File: config.mk
export PLATFORM = sky130hd
export DESIGN_NAME = timer_apb_arb
export DESIGN_NICKNAME = d
export VERILOG_FILES = /design/src/rtl/timer_apb_arb_pkg.sv /design/src/rtl/timer_apb_arb_rr.sv /design/src/rtl/timer_apb_arb.sv
export SDC_FILE = /design/constraint.sdc
export NUM_CORES = 1
export LEC_CHECK = 0
export CAP_MARGIN = 0
export CORE_MARGIN = 4
export CORE_UTILIZATION = 38
export CTS_BUF_LIST = sky130_fd_sc_hd__clkbuf_4
export CTS_CLUSTER_SIZE = 20
export DETAILED_ROUTE_END_ITERATION = 8
export PLACE_DENSITY_LB_ADDON = 0.15
export SLEW_MARGIN = 20
export SYNTH_ARGS = -nofsm -noshare
export SYNTH_HDL_FRONTEND = slang
export SYNTH_SLANG_ARGS = --single-unit
File: constraint.sdc
create_clock -name sys_clk -period 1.9 [get_ports sys_clk]
set_clock_uncertainty 0.15 [all_clocks]
set_input_delay 0.57 -clock sys_clk [delete_from_list [all_inputs] [get_ports sys_clk]]
set_output_delay 0.57 -clock sys_clk [all_outputs]
set_load 0.02 [all_outputs]
File: src/rtl/timer_apb_arb_pkg.sv
// Shared types and constants for the two-requester APB arbiter in front of the timer.
package timer_apb_arb_pkg;

  localparam int ADDR_W          = 12;
  localparam int DATA_W          = 32;
  localparam int STRB_W          = 4;
  localparam int TIMEOUT_CYC_DEF = 16;
  // Wide enough for the largest legal TIMEOUT_CYC (255).
  localparam int CNT_W           = 8;

  typedef enum logic [1:0] {
    ST_IDLE   = 2'd0,
    ST_SETUP  = 2'd1,
    ST_ACCESS = 2'd2,
    ST_RESP   = 2'd3
  } arb_state_t;

  // Byte strobes are meaningless on reads, so they never reach the timer.
  function automatic logic [STRB_W-1:0] strb_for(input logic               pwrite,
                                                 input logic [STRB_W-1:0]  strb);
    return pwrite ? strb : '0;
  endfunction

endpackage

File: src/rtl/timer_apb_arb_rr.sv
// Two-way round-robin picker: one-hot grant from the request pair and a pointer.
// ptr = 0 favours requester 0 on a collision, ptr = 1 favours requester 1.
module timer_apb_arb_rr
  import timer_apb_arb_pkg::*;
(
  input  logic [1:0] req,
  input  logic       ptr,
  output logic [1:0] gnt
);

  // Single requester wins outright; on a collision the pointer decides.
  always_comb begin
    gnt = 2'b00;
    case (req)
      2'b01:   gnt = 2'b01;
      2'b10:   gnt = 2'b10;
      2'b11:   gnt = ptr ? 2'b10 : 2'b01;
      default: gnt = 2'b00;
    endcase
  end

endmodule

File: src/rtl/timer_apb_arb.sv
// Arbitrates two APB requesters onto the single APB port of the timer.
// One transfer at a time: IDLE -> SETUP -> ACCESS -> RESP -> IDLE, with an
// ACCESS-phase timeout that aborts a hung timer and reports a slave error.
module timer_apb_arb
  import timer_apb_arb_pkg::*;
#(
  parameter int TIMEOUT_CYC = TIMEOUT_CYC_DEF
) (
  input  logic              sys_clk,
  input  logic              sys_rst_n,

  input  logic              m0_psel,
  input  logic              m0_penable,
  input  logic              m0_pwrite,
  input  logic [ADDR_W-1:0] m0_paddr,
  input  logic [DATA_W-1:0] m0_pwdata,
  input  logic [STRB_W-1:0] m0_pstrb,
  output logic [DATA_W-1:0] m0_prdata,
  output logic              m0_pready,
  output logic              m0_pslverr,

  input  logic              m1_psel,
  input  logic              m1_penable,
  input  logic              m1_pwrite,
  input  logic [ADDR_W-1:0] m1_paddr,
  input  logic [DATA_W-1:0] m1_pwdata,
  input  logic [STRB_W-1:0] m1_pstrb,
  output logic [DATA_W-1:0] m1_prdata,
  output logic              m1_pready,
  output logic              m1_pslverr,

  output logic              tim_psel,
  output logic              tim_penable,
  output logic              tim_pwrite,
  output logic [ADDR_W-1:0] tim_paddr,
  output logic [DATA_W-1:0] tim_pwdata,
  output logic [STRB_W-1:0] tim_pstrb,
  input  logic [DATA_W-1:0] tim_prdata,
  input  logic              tim_pready,
  input  logic              tim_pslverr,

  output logic [1:0]        arb_gnt,
  output logic              arb_timeout
);

  localparam logic [CNT_W-1:0] CNT_LAST = CNT_W'(TIMEOUT_CYC - 1);

  arb_state_t        state_q, state_d;
  logic [1:0]        gnt_q;
  logic              ptr_q;
  logic              pwrite_q;
  logic [ADDR_W-1:0] paddr_q;
  logic [DATA_W-1:0] pwdata_q;
  logic [STRB_W-1:0] pstrb_q;
  logic [CNT_W-1:0]  cnt_q;
  logic [DATA_W-1:0] rdata_q;
  logic              slverr_q;
  logic              to_q;

  logic [1:0]        req;
  logic [1:0]        pick_gnt;
  logic              start;
  logic              access_done;
  logic              access_abort;
  logic              resp0_ok;
  logic              resp1_ok;

  assign req          = {m1_psel, m0_psel};
  assign start        = (state_q == ST_IDLE) && (req != 2'b00);
  assign access_done  = (state_q == ST_ACCESS) && tim_pready;
  assign access_abort = (state_q == ST_ACCESS) && !tim_pready && (cnt_q == CNT_LAST);

  // A response is only handed back if the owner is still in its access phase;
  // a requester that walked away simply never sees pready.
  assign resp0_ok = (state_q == ST_RESP) && gnt_q[0] && m0_psel && m0_penable;
  assign resp1_ok = (state_q == ST_RESP) && gnt_q[1] && m1_psel && m1_penable;

  timer_apb_arb_rr u_rr (
    .req (req),
    .ptr (ptr_q),
    .gnt (pick_gnt)
  );

  // State register.
  always_ff @(posedge sys_clk or negedge sys_rst_n) begin
    if (!sys_rst_n) state_q <= ST_IDLE;
    else            state_q <= state_d;
  end

  // Next-state logic and all port outputs, decoded from the current state.
  always_comb begin
    state_d     = state_q;
    tim_psel    = 1'b0;
    tim_penable = 1'b0;
    tim_pwrite  = 1'b0;
    tim_paddr   = '0;
    tim_pwdata  = '0;
    tim_pstrb   = '0;
    m0_pready   = 1'b0;
    m0_prdata   = '0;
    m0_pslverr  = 1'b0;
    m1_pready   = 1'b0;
    m1_prdata   = '0;
    m1_pslverr  = 1'b0;
    case (state_q)
      ST_IDLE: begin
        if (start) state_d = ST_SETUP;
      end
      ST_SETUP: begin
        tim_psel   = 1'b1;
        tim_pwrite = pwrite_q;
        tim_paddr  = paddr_q;
        tim_pwdata = pwdata_q;
        tim_pstrb  = strb_for(pwrite_q, pstrb_q);
        state_d    = ST_ACCESS;
      end
      ST_ACCESS: begin
        tim_psel    = 1'b1;
        tim_penable = 1'b1;
        tim_pwrite  = pwrite_q;
        tim_paddr   = paddr_q;
        tim_pwdata  = pwdata_q;
        tim_pstrb   = strb_for(pwrite_q, pstrb_q);
        if (access_done || access_abort) state_d = ST_RESP;
      end
      ST_RESP: begin
        m0_pready  = resp0_ok;
        m0_prdata  = resp0_ok ? rdata_q : '0;
        m0_pslverr = resp0_ok && slverr_q;
        m1_pready  = resp1_ok;
        m1_prdata  = resp1_ok ? rdata_q : '0;
        m1_pslverr = resp1_ok && slverr_q;
        state_d    = ST_IDLE;
      end
      default: state_d = ST_IDLE;
    endcase
  end

  // Ownership and fairness: grant is held for the whole transfer; when it
  // ends (completed, aborted or abandoned) the pointer favours the other side.
  always_ff @(posedge sys_clk or negedge sys_rst_n) begin
    if (!sys_rst_n) begin
      gnt_q <= 2'b00;
      ptr_q <= 1'b0;
    end else if (start) begin
      gnt_q <= pick_gnt;
    end else if (state_q == ST_RESP) begin
      gnt_q <= 2'b00;
      ptr_q <= gnt_q[0];
    end
  end

  // Capture the winner's command fields when the transfer is granted.
  always_ff @(posedge sys_clk or negedge sys_rst_n) begin
    if (!sys_rst_n) begin
      pwrite_q <= 1'b0;
      paddr_q  <= '0;
      pwdata_q <= '0;
      pstrb_q  <= '0;
    end else if (start) begin
      pwrite_q <= pick_gnt[1] ? m1_pwrite : m0_pwrite;
      paddr_q  <= pick_gnt[1] ? m1_paddr  : m0_paddr;
      pwdata_q <= pick_gnt[1] ? m1_pwdata : m0_pwdata;
      pstrb_q  <= pick_gnt[1] ? strb_for(m1_pwrite, m1_pstrb)
                              : strb_for(m0_pwrite, m0_pstrb);
    end
  end

  // ACCESS wait-state counter: cleared in SETUP, counts cycles without pready.
  always_ff @(posedge sys_clk or negedge sys_rst_n) begin
    if (!sys_rst_n)                             cnt_q <= '0;
    else if (state_q == ST_SETUP)               cnt_q <= '0;
    else if (state_q == ST_ACCESS && !tim_pready) cnt_q <= cnt_q + 1'b1;
  end

  // Response capture: timer data on completion, forced error on abort.
  always_ff @(posedge sys_clk or negedge sys_rst_n) begin
    if (!sys_rst_n) begin
      rdata_q  <= '0;
      slverr_q <= 1'b0;
    end else if (access_done) begin
      rdata_q  <= pwrite_q ? '0 : tim_prdata;
      slverr_q <= tim_pslverr;
    end else if (access_abort) begin
      rdata_q  <= '0;
      slverr_q <= 1'b1;
    end
  end

  // Timeout flag lands in the single RESP cycle that follows an abort.
  always_ff @(posedge sys_clk or negedge sys_rst_n) begin
    if (!sys_rst_n) to_q <= 1'b0;
    else            to_q <= access_abort;
  end

  assign arb_gnt     = gnt_q;
  assign arb_timeout = to_q;

endmodule

==> results.txt, run 1 <==
- Run status: finished, violations left
- Failing checks: setup timing
- Dividing the detail-routed via count by the number of cells gives 5.33.
* Most common cell after layout, fill and taps aside: sky130_fd_sc_hd__buf_6
- Along the worst path, the maximum fanout reaches 8.
- CTS HTree Levels: 3
* Yosys reg bits: 96
- Cell at the root of the clock tree: sky130_fd_sc_hd__clkbuf_4
- Buffers placed on the I/O ports in this run total 259.
- Fraction of final layout cells sized beyond drive strength 1: 43.4%
* Number of nets with antenna violations after routing: 0
- Type of element capturing the critical path: output pin
- Relative slew slack: 57.8%
- Across the run, the number of max-cap violations was 0.
- Uppermost signal routing layer after detailed routing: met4
- The setup path with the least slack is of type reg2out.
* Initial DRC count: 333
- The via count of the first global-routing pass was 5,881.
- Once routing completed, OpenROAD measured the worst setup slack at -0.671 ns.
* Met1 wire length: 7910 um
- The internal portion of the total power is 7.93 mW.
- Unrepaired setup endpoints after global routing: yes
* Total count of hold-check failures in the final report: 0
- Main flop type after synthesis: sky130_fd_sc_hd__dfrtp_1
- Placed cell count: 1,013
- Detailed placement finished with a half-perimeter wire length of 12,600 um.
- Core outline area: 13,900 um2
- The die is 127 um wide.
* Row Count: 43
* Number of iterations in the first detailed-routing pass: 7
- Inserted Diodes: 0
- The routed design could run at a clock period as short as 2.57 ns.
* Initial core utilization: 38.8%
* Clock network fraction of total power: 7.6%
* Final nets: 1,034
- For this run, design rule violations remaining after detail routing come to 0.
- Highest attainable clock frequency: 0.389 GHz
- After global routing the overflow that remains totals 0.
- STA puts the critical path data required time at 1.18 ns.
- Setup-failing EPs final: 156
- Yosys mapped a number of flops with a built-in enable equal to 0.
* Max-slew violations: 0
* Class of the worst hold path: in2async
* Clock tree from TritonCTS: yes
* Global-route usage over all layers: 24.8%
* Biggest area contributors in the synthesized netlist: sky130_fd_sc_hd__dfrtp_1, sky130_fd_sc_hd__and2_1, sky130_fd_sc_hd__o31ai_1, sky130_fd_sc_hd__a21oi_1, sky130_fd_sc_hd__nor3b_1
* Routability cong.: 0.818
- TritonCTS created 9 clock buffers.
- Clock latency on the worst-skew pair, taken at its later pin, is 0.45 ns.
- Per-cell routed wire length: 19.6 um
* Post-Syn Area per Cell: 9.08 um2
- Leakage component of the power: 4.42 nW
- Yosys cell types: 41
- Combinational Power Share: 65.5%
- After synthesis, flip-flops and latches occupy 44.6% of the total area.
* Total net switching power: 5.27 mW
* Via count: 5,724
* Critical path launch point type: register
- Fraction of power spent switching nets: 39.9%
- The area growth from synthesis to layout is 82.4%.
- After synthesis the cells add up to 5390 um2.
* Worst IR drop on VDD: 0.996 mV
- After synthesis, the share of flip-flops with an asynchronous set or reset is 100%.
- The biggest area contributor in the post-synthesis netlist is sky130_fd_sc_hd__dfrtp_1.
- The number of nets handed over by synthesis was 738.
- After technology mapping, the gate count stands at 594.
- Pwr Density: 1340 nW/um2
- Clock Path Buffers: 2
* Sequential share of power: 27.0%
- Fraction of the cycle the final worst path needs: 135%
- Area share of the largest cell type after synthesis: 44.6%
- Vertical die dimension: 127 um
- After detailed routing, the total wire length is 21,000 um.
- After the flow finishes, the layout carries non-filler instances totaling 1,074.
- Wire length on met3: 1480 um
* Number of antenna violations at the first check in global routing: 0
- The die covers 16,200 um2.
- Maximum number of pins on one net before global-route repair: 96
* Most frequent cells in the layout: sky130_fd_sc_hd__buf_6, sky130_fd_sc_hd__clkdlybuf4s50_1, sky130_fd_sc_hd__and2_4, sky130_fd_sc_hd__dfrtp_1, sky130_fd_sc_hd__nor2_1
* Clock sinks: 96
- Yosys printed 0 warnings.
- Clock Pin Slew Worst Setup and Hold Paths: 0.14 ns
- The first global-routing pass estimated 31,700 um of wire.
- After layout, the design draws a total of 13.2 mW.
- In this run the count of I/O pins placed on the die edge is 260.
- For the pin with the worst max-slew slack, the measured transition is 0.633 ns.
* Arrival time of data at the critical path endpoint: 1.85 ns
- Routed length on met2: 10,900 um
-- cell usage after synthesis, types with 5 or more instances --
master                     count
sky130_fd_sc_hd__nand2_1      50
sky130_fd_sc_hd__nor2_1       52
sky130_fd_sc_hd__and3_1        5
sky130_fd_sc_hd__a31o_1        5
sky130_fd_sc_hd__buf_2        17
sky130_fd_sc_hd__inv_1         7
sky130_fd_sc_hd__a21oi_1      53
sky130_fd_sc_hd__nand4_1       5
sky130_fd_sc_hd__ha_1          6
sky130_fd_sc_hd__a31oi_1       7
sky130_fd_sc_hd__o31ai_1      48
sky130_fd_sc_hd__clkbuf_1     28
sky130_fd_sc_hd__nor3b_1      32
sky130_fd_sc_hd__nand3_1       5
sky130_fd_sc_hd__and2_1      111
sky130_fd_sc_hd__a31o_2       27
sky130_fd_sc_hd__dfrtp_1      96
-- through the flow --
stage / TNS (ns) / hold slack [ns] / setup WS [ns] / util, % / area, um2
after floorplan: -2.43 / 0.124 / -0.0814 / - / 5740
after global placement: -120.42 / 0.211 / -1.06 / 62.0 / 8600
after detailed placement: -123.58 / 0.211 / -1.11 / 62.0 / 8600
after CTS: -80.81 / 0.235 / -0.713 / 68.8 / 9550
after global routing: -91.79 / 0.260 / -0.757 / 70.8 / 9830
final: -79.97 / 0.276 / -0.671 / 70.8 / 9830
-- kinds of logic (layout without fill, tap and decap cells) --
group / Yosys count / in the layout / share of synthesized area, %
mux: 1 / 1 / 0.209
xor+xnor: 2 / 2 / 0.325
simple gates: 276 / 281 / 28.9
buf+inv: 60 / 355 / 5.13
compound gates: 153 / 153 / 19.5
fa+ha+maj: 6 / 6 / 1.39
flops: 96 / 96 / 44.6
-- registers in the layout, indices dropped and copies added, names as in the netlist --
register and cells:
arb_gnt 2, pstrb_q 4, pwdata_q 32, paddr_q 12, rdata_q 32, state_q 2
pwrite_q 1, arb_timeout 1, ptr_q 1, slverr_q 1, cnt_q 8
-- final cells by class --
type / count / area [um2]
fill: 1013 / 4050
timing repair buffer: 333 / 3830
multi-input combinational: 443 / 3240
sequential: 96 / 2410
tap: 180 / 225
clock buffer: 13 / 97.6
inverter: 7 / 26.3
clock inverter: 2 / 7.51
-- critical path, stage by stage (launching register included) --
cell,delay (ns)
sky130_fd_sc_hd__dfrtp_2,0.45
sky130_fd_sc_hd__ha_4,0.19
sky130_fd_sc_hd__buf_12,0.12
sky130_fd_sc_hd__buf_6,0.08
sky130_fd_sc_hd__and4_4,0.28
sky130_fd_sc_hd__and2_4,0.17
sky130_fd_sc_hd__buf_6,0.11
-- power by group through the flow --
stage	Clock, mW	Combinational (mW)	Sequential (mW)
after detailed placement	0	6.61	3.49
final	0.999	8.64	3.56
after global routing	1.11	9.17	3.66
after global placement	0	6.52	3.44
after CTS	1.02	7.91	3.51
after floorplan	0	4.09	3.31
-- final timing paths --
path                                               start                        to  slack [ns]  cells after the start
worst min-delay path                           sys_rst_n  pwdata_q[13]$_DFFE_PN0P_        0.28                      2
min in group sys_clk            pwdata_q[18]$_DFFE_PN0P_  pwdata_q[18]$_DFFE_PN0P_        0.35                      2
max in group asynchronous                      sys_rst_n    arb_gnt[0]$_DFFE_PN0P_        0.62                      3
worst max-delay path              state_q[0]$_DFFE_PN0P_              m0_prdata[1]       -0.67                      6
worst min register to register  pwdata_q[18]$_DFFE_PN0P_  pwdata_q[18]$_DFFE_PN0P_        0.35                      2
worst max register to register    state_q[0]$_DFFE_PN0P_   rdata_q[14]$_DFFE_PN0P_       -0.19                     10
-- per-layer routing --
layer | vias up | global-route usage, %
met5 | - | 0
met4 | 0 | 10.3
met3 | 45 | 6.19
met2 | 246 | 44.4
met1 | 2755 | 28.1
li1 | 2678 | -
-- timing repair --
action                     4_1_cts  5_1_grt
pin swaps                       35       12
resized for setup              802       44
cloned                          14        6
setup buffers                   22        7
hold buffers                     1        0
hold endpoints to repair         4        0
setup endpoints to repair      158      163
Power figures use the tool's default switching activity.
==> run 2, diff against run 1 <==
--- a/config.mk
+++ b/config.mk
@@ -15,4 +15,5 @@
 export SLEW_MARGIN = 20
 export SYNTH_ARGS = -nofsm -noshare
 export SYNTH_HDL_FRONTEND = slang
+export SYNTH_HIERARCHICAL = 1
 export SYNTH_SLANG_ARGS = --single-unit
==> run 2 against run 1 <==
Net effect:
- the flow still finishes with violations (setup timing)
- sequential share of layout area down 0.89 points
- synthesized area down 2.7%
- worst setup slack worse by 0.11 ns
- via count down 1.5%
- largest cell class unchanged
- synthesized cell count down 9.6%
- non-clock buffer count up 38
- critical endpoint is now m1_prdata[0]
==> results.txt, run 2 <==
- The count of nets after finishing came to 1,026 (-0.77%).
- The peak supply drop came to 0.833 mV (-16%).
- The share of layout cells above drive strength 1 was 50.3% (+6.9 points).
- Post-Syn Area per Cell: 9.77 um2 (+7.6%)
- The initial core utilization is 39.2% (+0.31 points).
- Vertical die dimension: 126 um (-1.3%)
- Launching instance or port of the critical path: state_q[1]$_DFFE_PN0P_
* Startpoint of the worst-slack reg-to-reg timing path: state_q[0]$_DFFE_PN0P_
- Ranked by total cell area, the synthesized netlist is headed by sky130_fd_sc_hd__dfrtp_1, sky130_fd_sc_hd__and2_1, sky130_fd_sc_hd__mux2i_1, sky130_fd_sc_hd__a31o_2, sky130_fd_sc_hd__o21ai_0.
- Filler Cell Count: 855 (-16%)
- The wire length per cell was 20.9 um (+6.6%).
- Clock tree from TritonCTS: yes
- Clock latency on the worst-skew pair: 0.47 ns (+0.02 ns)
- The clock slew seen by the registers of the worst setup and hold paths is 0.15 ns (about the same).
- The number of library cell types mapped by synthesis came to 39 (-4.9%).
- The final cell area excluding filler cells is 10,200 um2 (+3.8%).
- Most frequent cells in the layout: sky130_fd_sc_hd__buf_6, sky130_fd_sc_hd__clkdlybuf4s50_1, sky130_fd_sc_hd__and2_4, sky130_fd_sc_hd__dfrtp_1, sky130_fd_sc_hd__nand2_1
* Total Die Area: 15,800 um2 (-2.5%)
* Most common cell after layout, fill and taps aside: sky130_fd_sc_hd__buf_6
- The flop and latch count out of synthesis came to 96 (unchanged).
* Count of maximum capacitance violations: 0 (unchanged)
- The via count of the first global-routing pass was 5,808 (-1.2%).
- Yosys synthesis warning count: 6 (+6)
- Library cell with the highest instance count after synthesis: sky130_fd_sc_hd__and2_1
- The antenna diode count came to 0 (unchanged).
- In this run the worst hold path is classified as reg2reg.
- Number of nets with antenna violations after routing: 0 (unchanged)
* Leakage component of the power: 4.67 nW (+5.7%)
* Highest attainable clock frequency: 0.374 GHz (-4.0%)
- Routability cong.: 0.847 (+3.6%)
- In the final layout, the registers with the most flip-flops are pwdata_q: 32 flops, rdata_q: 32 flops, paddr_q: 12 flops.
- Ranked by instance count, the synthesized netlist is headed by sky130_fd_sc_hd__and2_1, sky130_fd_sc_hd__dfrtp_1, sky130_fd_sc_hd__nand2_1.
- The worst-margin pin slew is 0.460 ns (-0.173 ns).
* Critical path launch point type: register
* Worst-path maximum fanout: 8 (unchanged)
- Destination of the critical timing path: m1_prdata[0]
* Clock sinks: 96 (unchanged)
- Worst Setup Path Type: reg2out
- Logic depth of the worst register-to-register path: 12 (+2)
- The pin count of the biggest net entering global routing came to 63 (-34%).
- The total congestion overflow after global routing came to 0 (unchanged).
* Die Span X: 126 um (-1.3%)
- The share of the clock period used by the worst path after layout was 141% (+5.6 points).
- FFs w/ async S/R, synth: 100% (unchanged)
- In the synthesized netlist the dominant register cell turns out to be sky130_fd_sc_hd__dfrtp_1.
* Global-route usage over all layers: 25.5% (+0.70 points)
- Count of placed standard cells in the final layout, fillers left out: 1,063 (-1.0%)
- The maximum number of buffers from clock root to sink was 2 (unchanged).
* Setup-failing EPs final: 165 (+5.8%)
- Detailed Route WL: 22,200 um (+5.5%)
- The placeable core region is 13,400 um2 (-3.5%).
* Capture point of the worst reg-to-reg path: rdata_q[25]$_DFFE_PN0P_
- The final number of hold-violating endpoints was 0 (unchanged).
- The critical path required time was 1.18 ns (about the same).
* Layout overhead on the synthesized area: 94.5%
- First-pass GRT wire length: 31,800 um (+0.33%)
* Area share of the largest cell type after synthesis: 45.8% (+1.2 points)
- Type of element capturing the critical path: output pin
* IO Port Bufs: 259 (unchanged)
* Top-level I/O count: 260 (unchanged)
- TritonCTS Buffers: 9 (unchanged)
- Initial DRC count: 402 (+21%)
- Area leader, netlist: sky130_fd_sc_hd__dfrtp_1
- Setup repair after global routing could not meet its margin everywhere.
- The synthesized netlist net count was 681 (-7.7%).
- Number of enable flip-flop cells after synthesis: 0 (unchanged)
* Relative slew slack: 69.1% (+11 points)
- The flow ran to the end, but the final reports show violations.
- The final critical delay including setup and external delays is 2.68 ns (+0.106 ns).
- The placed cell area was 8530 um2 (-0.81%).
* Internal reg-to-reg setup slack: -0.41 ns (-0.22 ns)
* Arrival time of data at the critical path endpoint: 1.96 ns (+0.11 ns)
- The detailed-router iteration count before antenna repair was 5 (-2).
* Row Count: 42 (-2.3%)
* Failing checks: setup timing
- Setup ws final: -0.777 ns (-0.106 ns)
* Placed cell count: 973 (-3.9%)
- CTS HTree Levels: 3 (unchanged)
- Worst Hold Margin: 0.347 ns (+0.0714 ns)
* Number of instances in the synthesized netlist: 537 (-9.6%)
* Part of the Yosys area used for sequential elements: 45.8% (+1.2 points)
- The number of remaining DRC errors was 0 (unchanged).
* Pwr Density: 1350 nW/um2 (+0.70%)
- Via count: 5,636 (-1.5%)
* DP HPWL: 12,200 um (-2.8%)
- Routed vias/inst: 5.30 (-0.52%)
* Cell at the root of the clock tree: sky130_fd_sc_hd__clkbuf_4
- Fin Setup TNS: -96.57 ns (-16.60 ns)
* Area of the mapped netlist: 5250 um2 (-2.7%)
- The max-slew violation total from the final report is 0 (unchanged).
- Number of antenna violations at the first check in global routing: 0 (unchanged)
run 2: layer usage:
layer	wire length [um]	vias up	track usage (%)
met3	1810	49	6.23
li1	-	2575	-
met2	11400	311	45.5
met1	8200	2701	29.3
met4	820	0	10.1
met5	0	-	0
run 2: layout make-up:
cell class / instances / area, um2 / share of cell area, %
Timing Repair Buffer: 371 / 4080 / 40.0
Multi-Input combinational cell: 396 / 3290 / 32.2
Sequential cell: 96 / 2410 / 23.6
Tap cell: 176 / 220 / 2.16
Clock inverter: 6 / 108 / 1.05
Clock buffer: 10 / 75.1 / 0.736
Inverter: 8 / 30.0 / 0.294
run 2: power by group:
group	internal [mW]	switching, mW
Clock	0.677	0.730
Combinational	4.89	3.88
Sequential	2.90	0.718
Total	8.47	5.32
run 2: through the flow:
step / util (%) / setup slack (ns) / power (mW)
5_1_grt: 76.2 / -0.793 / 14.5
3_5_place_dp: 63.7 / -1.16 / 9.92
3_3_place_gp: 63.7 / -1.09 / 9.77
6_report: 76.2 / -0.777 / 13.8
4_1_cts: 72.4 / -0.724 / 12.7
2_1_floorplan: - / -0.0735 / 7.13
run 2: worst min-delay path by stage:
stage          cells past startpoint                     start                  endpoint
2_1_floorplan                      0                 sys_rst_n    arb_gnt[0]$_DFFE_PN0P_
4_1_cts                            2  pwdata_q[19]$_DFFE_PN0P_  pwdata_q[19]$_DFFE_PN0P_
5_1_grt                            2  pwdata_q[28]$_DFFE_PN0P_  pwdata_q[28]$_DFFE_PN0P_
3_3_place_gp                       2  pwdata_q[19]$_DFFE_PN0P_  pwdata_q[19]$_DFFE_PN0P_
3_5_place_dp                       2  pwdata_q[19]$_DFFE_PN0P_  pwdata_q[19]$_DFFE_PN0P_
6_report                           2   pwdata_q[6]$_DFFE_PN0P_   pwdata_q[6]$_DFFE_PN0P_
run 2: logic make-up (layout without fill, tap and decap cells):
group	after synthesis	after routing	share of synthesized area, %
adder cells (fa/ha/maj)	6	6	1.43
AND/OR/NAND/NOR	228	235	26.1
flip-flops	96	96	45.8
multiplexers	45	45	8.61
XOR/XNOR	2	2	0.334
AO/OA/AOI/OAI	108	108	13.3
buffers and inverters	52	395	4.44
run 2: worst max-delay path, stage by stage (launching register included):
cell                      delay [ns]
sky130_fd_sc_hd__dfrtp_1        0.42
sky130_fd_sc_hd__buf_6          0.12
sky130_fd_sc_hd__ha_4           0.21
sky130_fd_sc_hd__buf_6          0.15
sky130_fd_sc_hd__and4_4         0.29
sky130_fd_sc_hd__and2_4         0.18
sky130_fd_sc_hd__buf_6          0.12
run 2: timing repair:
action                                  4_1_cts  5_1_grt
pin swaps                                    38       21
endpoints found under the hold margin        96        0
hold buffers                                  1        0
buffers inserted                             42       16
endpoints found under the setup margin      157      207
gates resized for setup                     798      107
gates cloned                                 17        3
==> edit: new RTL, flow settings as in run 2 <==
Encoding of `arb_state_t`: now one-hot (4 bits for 4 states).
--- a/src/rtl/timer_apb_arb_pkg.sv
+++ b/src/rtl/timer_apb_arb_pkg.sv
@@ -8,11 +8,11 @@
   // Wide enough for the largest legal TIMEOUT_CYC (255).
   localparam int CNT_W           = 8;
 
-  typedef enum logic [1:0] {
-    ST_IDLE   = 2'd0,
-    ST_SETUP  = 2'd1,
-    ST_ACCESS = 2'd2,
-    ST_RESP   = 2'd3
+  typedef enum logic [3:0] {
+    ST_IDLE   = 4'b0001,
+    ST_SETUP  = 4'b0010,
+    ST_ACCESS = 4'b0100,
+    ST_RESP   = 4'b1000
   } arb_state_t;
 
   // Byte strobes are meaningless on reads, so they never reach the timer.
Function: same outputs for any inputs over 10 cycles, from zero or initial values and one cycle with sys_rst_n low; not proved beyond that.
==> edit against run 2 <==
- cell area down 17%
- the flow still finishes with violations (negative setup slack)
- largest cell class unchanged
- fmax fell by 1.8%
- sequential cell count is 2 higher
- worst setup slack got worse by 48 ps
- area after synthesis is 3.7% lower
- sequential share of layout area is 5.3 points higher
- critical endpoint is now tim_paddr[7]
- global-route usage fell by 5.3 points
- routed wire length shrank 30%
Power is not compared: it rests on default switching activity, and its combinational part moved more than twofold at a synthesized area within 25%.
==> edit: results (changes against run 2) <==
[status]
status = finished, violations left
violations = negative setup slack

[synth]
synth_common_cells = and2_1, dfrtp_1, nand2_1, o21ai_0, mux2i_1
syn_area_per_cell_sq_um = 9.870  ; +1.0%
yosysUniqueCellTypes = 46  ; +18%
synth_area_sq_um = 5054  ; -3.7%
synth-seq-cells = 98  ; +2.1%
synth.top_cells.by_area = dfrtp_1, and2_1, mux2i_1

[setup_path]
timing.rr.start = cnt_q[5]
cp-endpoint = tim_paddr[7]
startpoint = state_q[2]
r2r_slack_ps = -30  ; +380 ps
reg2reg_depth = 5  ; -7

[final_layout]
buffers = 306  ; -18%
n_clock_buffer = 11  ; +1
final_cells = 969  ; -8.8%
drive_above_1_share_pct = 39.40  ; -11 points
num-nonclk-inverters = 5  ; -3
layout.nets = 931  ; -9.3%
regArea_sq_um = 2455  ; +2.0%
area_delta_synth_final_pct = 68.41
clock_area_share_pct = 1.617  ; -0.17 points

[placed_design]
hpwl_mm = 12.27  ; +0.17%
postPlaceCellArea_sq_um = 8392  ; -1.6%
post-place-ws_ps = -1108  ; +54.21 ps
dp.cells = 949  ; -2.5%

[timing]
setup_viol = 133  ; -19%
setup_ws_ps = -825.0  ; -48.12 ps
hold_slack_ps = 337.6  ; -9.313 ps
relSlewSlack_pct = 65.01  ; -4.1 points
tns_ps = -83910  ; +12660 ps

[grt]
gr-usage-met1_pct = 23.32  ; -6.0 points
grt_max_degree = 99  ; +57%
grt_pass1_wl_mm = 24.10  ; -24%
grtUsageMet2_pct = 35.30  ; -10 points

[cts]
postCtsSetupBuffers = 2  ; -95%
cts-resized-gates = 397  ; -50%
clk_latency_ps = 450  ; -20 ps

[min_path]
min_to = paddr_q[2]
hold_path_startpoint = paddr_q[2]

[routing]
drt_pass1_iterations = 4  ; -1
routed-wl-met3_mm = 1.400  ; -23%
wl_per_cell_um = 16.08  ; -23%
wl_met1_mm = 6.006  ; -27%

==> edit: changes by cell type in the layout (fill, tap and decap cells not counted), sizes merged, moves of 4 or more <==
cell / before / now
a21oi: 9 / 3
buf: 228 / 131
and4: 9 / 0
nor3b: 32 / 3
clkdlybuf4s50: 132 / 136
nand2: 55 / 61
ha: 6 / 1
a22o: 0 / 34
clkdlybuf4s15: 1 / 31
o21ai: 54 / 58
nor2: 3 / 10
a31o: 32 / 0
==> edit: logic make-up (layout without fill, tap and decap cells) <==
logic type	Yosys count	after routing	share of synthesized area (%)
compound gates	107	107	14.24
flops	98	98	48.55
buf+inv	42	327	3.491
mux	45	45	8.938
xor+xnor	4	4	0.6934
fa+ha+maj	1	1	0.2475
simple gates	215	215	23.84
==> edit: critical path: stages, from the launching register on <==
cell             delay [ps]
dfrtp_1                 460
xnor2_1                 290
nor3_4                   60
buf_4                   150
buf_6                   140
and2_2                  180
clkdlybuf4s15_2         270
